## src/rtl/axi_bridge_nport.sv

```systemverilog
// axi_bridge_nport: arbitrates N_PORTS SRAM-like request ports onto one AXI3 master.
// One outstanding read per port (AXI ID = port index), one outstanding write overall,
// round-robin grant, and word-address hazard stalls between reads and the write slot.
module axi_bridge_nport #(
    parameter int N_PORTS = 2
) (
    input  logic                    aclk,
    input  logic                    areset,
    input  logic [N_PORTS-1:0]      sram_req,
    input  logic [N_PORTS-1:0]      sram_wr,
    input  logic [2*N_PORTS-1:0]    sram_size,
    input  logic [4*N_PORTS-1:0]    sram_wstrb,
    input  logic [32*N_PORTS-1:0]   sram_addr,
    input  logic [32*N_PORTS-1:0]   sram_wdata,
    output logic [N_PORTS-1:0]      sram_addr_ok,
    output logic [N_PORTS-1:0]      sram_data_ok,
    output logic [32*N_PORTS-1:0]   sram_rdata,
    output logic [3:0]              arid,
    output logic [31:0]             araddr,
    output logic [7:0]              arlen,
    output logic [2:0]              arsize,
    output logic [1:0]              arburst,
    output logic [1:0]              arlock,
    output logic [3:0]              arcache,
    output logic [2:0]              arprot,
    output logic                    arvalid,
    input  logic                    arready,
    input  logic [3:0]              rid,
    input  logic [31:0]             rdata,
    input  logic [1:0]              rresp,
    input  logic                    rlast,
    input  logic                    rvalid,
    output logic                    rready,
    output logic [3:0]              awid,
    output logic [31:0]             awaddr,
    output logic [7:0]              awlen,
    output logic [2:0]              awsize,
    output logic [1:0]              awburst,
    output logic [1:0]              awlock,
    output logic [3:0]              awcache,
    output logic [2:0]              awprot,
    output logic                    awvalid,
    input  logic                    awready,
    output logic [3:0]              wid,
    output logic [31:0]             wdata,
    output logic [3:0]              wstrb,
    output logic                    wlast,
    output logic                    wvalid,
    input  logic                    wready,
    input  logic [3:0]              bid,
    input  logic [1:0]              bresp,
    input  logic                    bvalid,
    output logic                    bready
);
    localparam int PW = (N_PORTS > 1) ? $clog2(N_PORTS) : 1;

    typedef enum logic [1:0] {W_IDLE, W_SEND, W_WAIT_B} wstate_t;

    wstate_t             wstate;
    logic [PW-1:0]       w_owner;
    logic [PW-1:0]       rr_ptr;
    logic [N_PORTS-1:0]  rd_busy;
    logic [29:0]         rd_addr [N_PORTS];

    logic [N_PORTS-1:0]  rd_hazard, wr_hazard, rd_elig, wr_elig, elig;
    logic                grant_any;
    logic [PW-1:0]       grant_idx;
    logic                g_wr;
    logic [1:0]          g_size;
    logic [3:0]          g_wstrb;
    logic [31:0]         g_addr, g_wdata;
    logic                r_hit, b_hit, aw_done, w_done;

    // Responses carry no information the SRAM side can use.
    logic unused_resp;
    assign unused_resp = ^{rresp, rlast, bid, bresp};

    assign arlen   = 8'd0;
    assign arburst = 2'b01;
    assign arlock  = 2'b00;
    assign arcache = 4'd0;
    assign arprot  = 3'd0;
    assign awlen   = 8'd0;
    assign awburst = 2'b01;
    assign awlock  = 2'b00;
    assign awcache = 4'd0;
    assign awprot  = 3'd0;
    assign wlast   = 1'b1;
    assign wid     = awid;

    // Hazards on word address: reads vs the live write slot, writes vs any outstanding read.
    always_comb begin
        rd_hazard = '0;
        wr_hazard = '0;
        for (int i = 0; i < N_PORTS; i++) begin
            rd_hazard[i] = (wstate != W_IDLE) && (sram_addr[i*32+2 +: 30] == awaddr[31:2]);
            for (int j = 0; j < N_PORTS; j++) begin
                if (rd_busy[j] && (rd_addr[j] == sram_addr[i*32+2 +: 30]))
                    wr_hazard[i] = 1'b1;
            end
        end
        rd_elig = sram_req & ~sram_wr & ~rd_busy & {N_PORTS{~arvalid}} & ~rd_hazard;
        wr_elig = sram_req & sram_wr & {N_PORTS{wstate == W_IDLE}} & ~wr_hazard;
        elig    = (rd_elig | wr_elig) & {N_PORTS{~areset}};
    end

    // Round-robin pick: scan downward so the lowest offset from rr_ptr wins.
    always_comb begin
        grant_any = 1'b0;
        grant_idx = '0;
        for (int k = N_PORTS - 1; k >= 0; k--) begin
            if (elig[(int'(rr_ptr) + k) % N_PORTS]) begin
                grant_any = 1'b1;
                grant_idx = PW'((int'(rr_ptr) + k) % N_PORTS);
            end
        end
    end

    // Mux the granted port's request fields and raise its addr_ok.
    always_comb begin
        g_wr         = 1'b0;
        g_size       = 2'd0;
        g_wstrb      = 4'd0;
        g_addr       = 32'd0;
        g_wdata      = 32'd0;
        sram_addr_ok = '0;
        for (int i = 0; i < N_PORTS; i++) begin
            if (grant_idx == PW'(i)) begin
                g_wr    = sram_wr[i];
                g_size  = (sram_size[i*2 +: 2] == 2'd3) ? 2'd2 : sram_size[i*2 +: 2];
                g_wstrb = sram_wstrb[i*4 +: 4];
                g_addr  = sram_addr[i*32 +: 32];
                g_wdata = sram_wdata[i*32 +: 32];
                sram_addr_ok[i] = grant_any;
            end
        end
    end

    assign r_hit   = rvalid && (rid < 4'(N_PORTS)) && rd_busy[rid[PW-1:0]];
    assign b_hit   = bvalid && (wstate == W_WAIT_B);
    assign aw_done = !awvalid || awready;
    assign w_done  = !wvalid || wready;

    // Route R data and B acknowledgements back to the owning port in the same cycle.
    always_comb begin
        sram_data_ok = '0;
        sram_rdata   = '0;
        for (int i = 0; i < N_PORTS; i++) begin
            if (r_hit && rid[PW-1:0] == PW'(i)) begin
                sram_data_ok[i]       = 1'b1;
                sram_rdata[i*32 +: 32] = rdata;
            end
            if (b_hit && w_owner == PW'(i))
                sram_data_ok[i] = 1'b1;
        end
    end

    // Read side: AR register, per-port busy tracking and the round-robin pointer.
    always_ff @(posedge aclk or posedge areset) begin
        if (areset) begin
            arvalid <= 1'b0;
            arid    <= 4'd0;
            araddr  <= 32'd0;
            arsize  <= 3'd0;
            rd_busy <= '0;
            rr_ptr  <= '0;
            rready  <= 1'b0;
            bready  <= 1'b0;
            for (int i = 0; i < N_PORTS; i++) rd_addr[i] <= 30'd0;
        end else begin
            rready <= 1'b1;
            bready <= 1'b1;
            if (arvalid && arready) arvalid <= 1'b0;
            for (int i = 0; i < N_PORTS; i++) begin
                if (r_hit && rid[PW-1:0] == PW'(i)) rd_busy[i] <= 1'b0;
            end
            if (grant_any) begin
                rr_ptr <= (grant_idx == PW'(N_PORTS - 1)) ? '0 : grant_idx + 1'b1;
                if (!g_wr) begin
                    arvalid              <= 1'b1;
                    arid                 <= 4'(grant_idx);
                    araddr               <= g_addr;
                    arsize               <= {1'b0, g_size};
                    rd_busy[grant_idx]   <= 1'b1;
                    rd_addr[grant_idx]   <= g_addr[31:2];
                end
            end
        end
    end

    // Write slot FSM: AW and W handshakes complete independently, then wait for B.
    always_ff @(posedge aclk or posedge areset) begin
        if (areset) begin
            wstate  <= W_IDLE;
            w_owner <= '0;
            awvalid <= 1'b0;
            wvalid  <= 1'b0;
            awid    <= 4'd0;
            awaddr  <= 32'd0;
            awsize  <= 3'd0;
            wdata   <= 32'd0;
            wstrb   <= 4'd0;
        end else begin
            case (wstate)
                W_IDLE: begin
                    if (grant_any && g_wr) begin
                        wstate  <= W_SEND;
                        w_owner <= grant_idx;
                        awvalid <= 1'b1;
                        wvalid  <= 1'b1;
                        awid    <= 4'(grant_idx);
                        awaddr  <= g_addr;
                        awsize  <= {1'b0, g_size};
                        wdata   <= g_wdata;
                        wstrb   <= g_wstrb;
                    end
                end
                W_SEND: begin
                    if (awready) awvalid <= 1'b0;
                    if (wready)  wvalid  <= 1'b0;
                    if (aw_done && w_done) wstate <= W_WAIT_B;
                end
                W_WAIT_B: begin
                    if (bvalid) wstate <= W_IDLE;
                end
                default: wstate <= W_IDLE;
            endcase
        end
    end
endmodule

```

## config.mk

```make
export PLATFORM = sky130hd
export DESIGN_NAME = axi_bridge_nport
export DESIGN_NICKNAME = d
export VERILOG_FILES = /design/src/rtl/axi_bridge_nport.sv
export SDC_FILE = /design/constraint.sdc
export NUM_CORES = 1
export LEC_CHECK = 0
export BUFFER_PORTS_ARGS = -buffer_cell sky130_fd_sc_hd__buf_4
export CAP_MARGIN = 0
export CORE_AREA = 2 2 166 168
export CTS_CLUSTER_DIAMETER = 120
export DETAILED_ROUTE_END_ITERATION = 10
export DIE_AREA = 0 0 168 170
export MAX_ROUTING_LAYER = met4
export PLACE_DENSITY_LB_ADDON = 0.12
export SLEW_MARGIN = 20
export SYNTH_ARGS = -nofsm -noshare
export SYNTH_HDL_FRONTEND = slang
export SYNTH_SLANG_ARGS = --single-unit
```

## constraint.sdc

```tcl
create_clock -name aclk -period 5.9 [get_ports aclk]
set_input_delay 0.295 -clock aclk [delete_from_list [all_inputs] [get_ports aclk]]
set_output_delay 0.295 -clock aclk [all_outputs]
set_load 0.03 [all_outputs]
```

==> impl_metrics.ini <==
[clock_network]
cts_setup_buffers = 0
clkSlewWorstSetupHoldPaths_ns = 0.07
ctsHoldBuffers = 0
clockBufferDepth = 2
cts_resized = 0
clock_latency_ns = 0.44
cts_tree = done
root_buffer = clkbuf_16
cts.sink_count = 175
htree_levels = 4
cts_made_buffers = 17

[global_routing]
grt_pass1_wl_um = 49600
antenna_found_initial = 1
gr-total-overflow = 0
grt_pass1_vias = 7832
grtUsageTotal = 0.242
grt_max_degree = 176

[die]
num_rows = 60
dieHeight_um = 170
die_area_mm2 = 0.0286
core_mm2 = 0.0267
ios = 426
die-width_um = 168
start_util = 0.394

[drt]
via_per_inst = 4.94
wirelength_um = 33600
vias = 7747
firstDrtPassIters = 5
drt-initial-drc-count = 437
drc = 0
ant_nets = 0
wl_per_cell_um = 21.4

[timing]
worst-slew-pin-transition_ns = 1.07
tns_ns = 0
relSlewSlack = 0.288
rsz0062_at_grt = false
finClkSkew_ns = 0.0171
finalMaxSlewViolations = 0
setup-violations-final = 0
finalCritPeriodShare = 0.720
whs_ns = 0.0375
min_period_ns = 4.25
fmax_ghz = 0.235
hold_violations = 0

[yosys]
synth_edf_count = 0
ys_warn_count = 0
async_reset_ff_frac = 1.00
syn-cell-area_mm2 = 0.0105
syn_inst = 861
synthFlopType = dfrtp_1
netlist_top_cells_area = dfrtp_1 42%, mux2_2 19%, xnor2_1 13%
syn_area_per_cell_um2 = 12.2
synth_top_area_share = 0.417
yosysSeqAreaShare = 0.417
ys_ff_latch = 175
ys_types = 38
synth_top_cell_by_area = dfrtp_1

[flow_run]
cap_violations = 0

[outcome]
status = finished, final reports clean

[worst_setup_path]
rr_worst_depth = 9
cp-start-kind = flop
rr_endpoint = wstrb[3]$_DFFE_PP0P_
end_kind = flop
worst_ep_arrival_time_ns = 4.57
critical_path_peak_fanout = 41
critPathKind = flop to flop
required_ns = 6.22
r2r_setup_slack_ns = 1.65
r2r-start = rd_addr[44]$_DFFE_PP0P_

[power_and_ir_drop]
power_density_mw_per_mm2 = 524
p_leak_nw = 6.44
p_total_w = 0.00735
vdd_drop_max_mv = 0.260

[worst_hold_path]
hold_start = arready
hold_class = primary input to flop
holdPathEnd = arvalid$_DFF_PP0_
hold_depth = 2

[place]
numPortBuffers = 366
finalWeightedCongestion = 0.917
hpwl_um = 26100

[final_layout]
synthToLayoutAreaGrowth_pct = 33.4
nNetsFinal = 1411
drive_above_1_share = 0.525
-- state kept, by name, indices dropped and copies added (netlist names) --
| name | count |
|---|---|
| w_owner | 1 |
| awsize | 2 |
| awvalid | 1 |
| wdata | 32 |
| awaddr | 32 |
| rr_ptr | 1 |
| bready | 1 |
| arvalid | 1 |
| arid | 1 |
| wvalid | 1 |
| wstrb | 4 |
| wstate | 2 |
| araddr | 32 |
| rd_busy | 2 |
| rd_addr | 60 |
| arsize | 2 |
-- layout make-up --
type | count | area (um2)
tap | 341 | 427
clock buffer | 19 | 453
timing repair buffer | 371 | 2810
inverter | 10 | 41.3
clock inverter | 12 | 170
fill | 2374 | 12600
antenna | 1 | 2.50
sequential | 175 | 4380
multi-input combinational | 640 | 5720
-- worst max-delay path by stage --
stage	start	slack, ns	end	depth (start not counted)
finish	rd_addr[44]$_DFFE_PP0P_	1.65	wstrb[3]$_DFFE_PP0P_	9
global placement	sram_addr[61]	1.75	awaddr[12]$_DFFE_PP0P_	10
global route	rd_addr[44]$_DFFE_PP0P_	1.39	awaddr[28]$_DFFE_PP0P_	9
CTS	rd_addr[57]$_DFFE_PP0P_	1.70	awaddr[10]$_DFFE_PP0P_	9
floorplan	areset	1.13	awaddr[0]$_DFFE_PP0P_	7
detailed placement	sram_addr[61]	1.71	awaddr[12]$_DFFE_PP0P_	10
-- stage by stage --
stage                     area, um2  setup slack [ns]  cells   util
final                         14000              1.65   1569  0.526
after global routing          14000              1.39   1569  0.526
after CTS                     14000              1.70   1568  0.525
after detailed placement      13400              1.71   1537  0.502
after global placement        13400              1.75   1537  0.502
after floorplan               10700              1.13    910      -
-- power breakdown --
group | switching [W] | leakage [nW] | total, W | internal, W
Combinational | 0.00194 | 4.05 | 0.00370 | 0.00175
Clock | 0.000527 | 0.309 | 0.00123 | 0.000702
Sequential | 0.000617 | 2.09 | 0.00242 | 0.00180
-- cells in the final DEF (no fill, tap or decap), types with 9 or more instances in the layout --
master,n
buf_4,369
mux2_2,177
dfrtp_1,175
xnor2_1,152
and2_1,64
mux2_4,56
conb_1,51
nand4_1,36
xor2_1,28
clkbuf_16,17
nor4_1,15
inv_1,9
-- synthesized netlist by cell type, types with 2 or more instances --
cell	n
conb_1	2
mux2_2	177
a21o_1	4
buf_2	8
xnor2_1	152
inv_1	10
nand4_1	36
nand2_1	5
a22o_1	2
nor4_1	15
nor3_1	3
nand2b_1	2
a22oi_1	2
buf_4	54
buf_6	6
nor2_1	8
xor2_1	28
a41oi_1	2
buf_1	3
a21oi_1	7
o21ai_0	5
and2_1	64
nand3_1	8
clkbuf_1	14
dfrtp_1	175
or4_1	2
mux2_4	56
-- logic make-up after synthesis --
group | synth area share
buffers and inverters | 0.0585
AND/OR/NAND/NOR | 0.0863
other | 0.000715
AO/OA/AOI/OAI | 0.0167
XOR/XNOR | 0.150
flip-flops | 0.417
multiplexers | 0.271
-- routing by layer --
layer	GRT usage	vias up	routed length [um]
met5	-	-	0
met4	0.0662	0	634
met3	0.0530	36	2090
met2	0.366	308	15700
met1	0.328	3809	15200
li1	-	3594	-
-- critical path, stage by stage (launching register included) --
cell and delay [ns]:
dfrtp_1 0.42, xnor2_1 0.32, nand4_1 0.22, nor4_1 0.61, a21oi_1 0.14, a22o_1 0.30, o21ai_0 0.40, a2111o_2 0.91
buf_12 0.37, mux2_2 0.37
(Power assumes the default switching activity.)
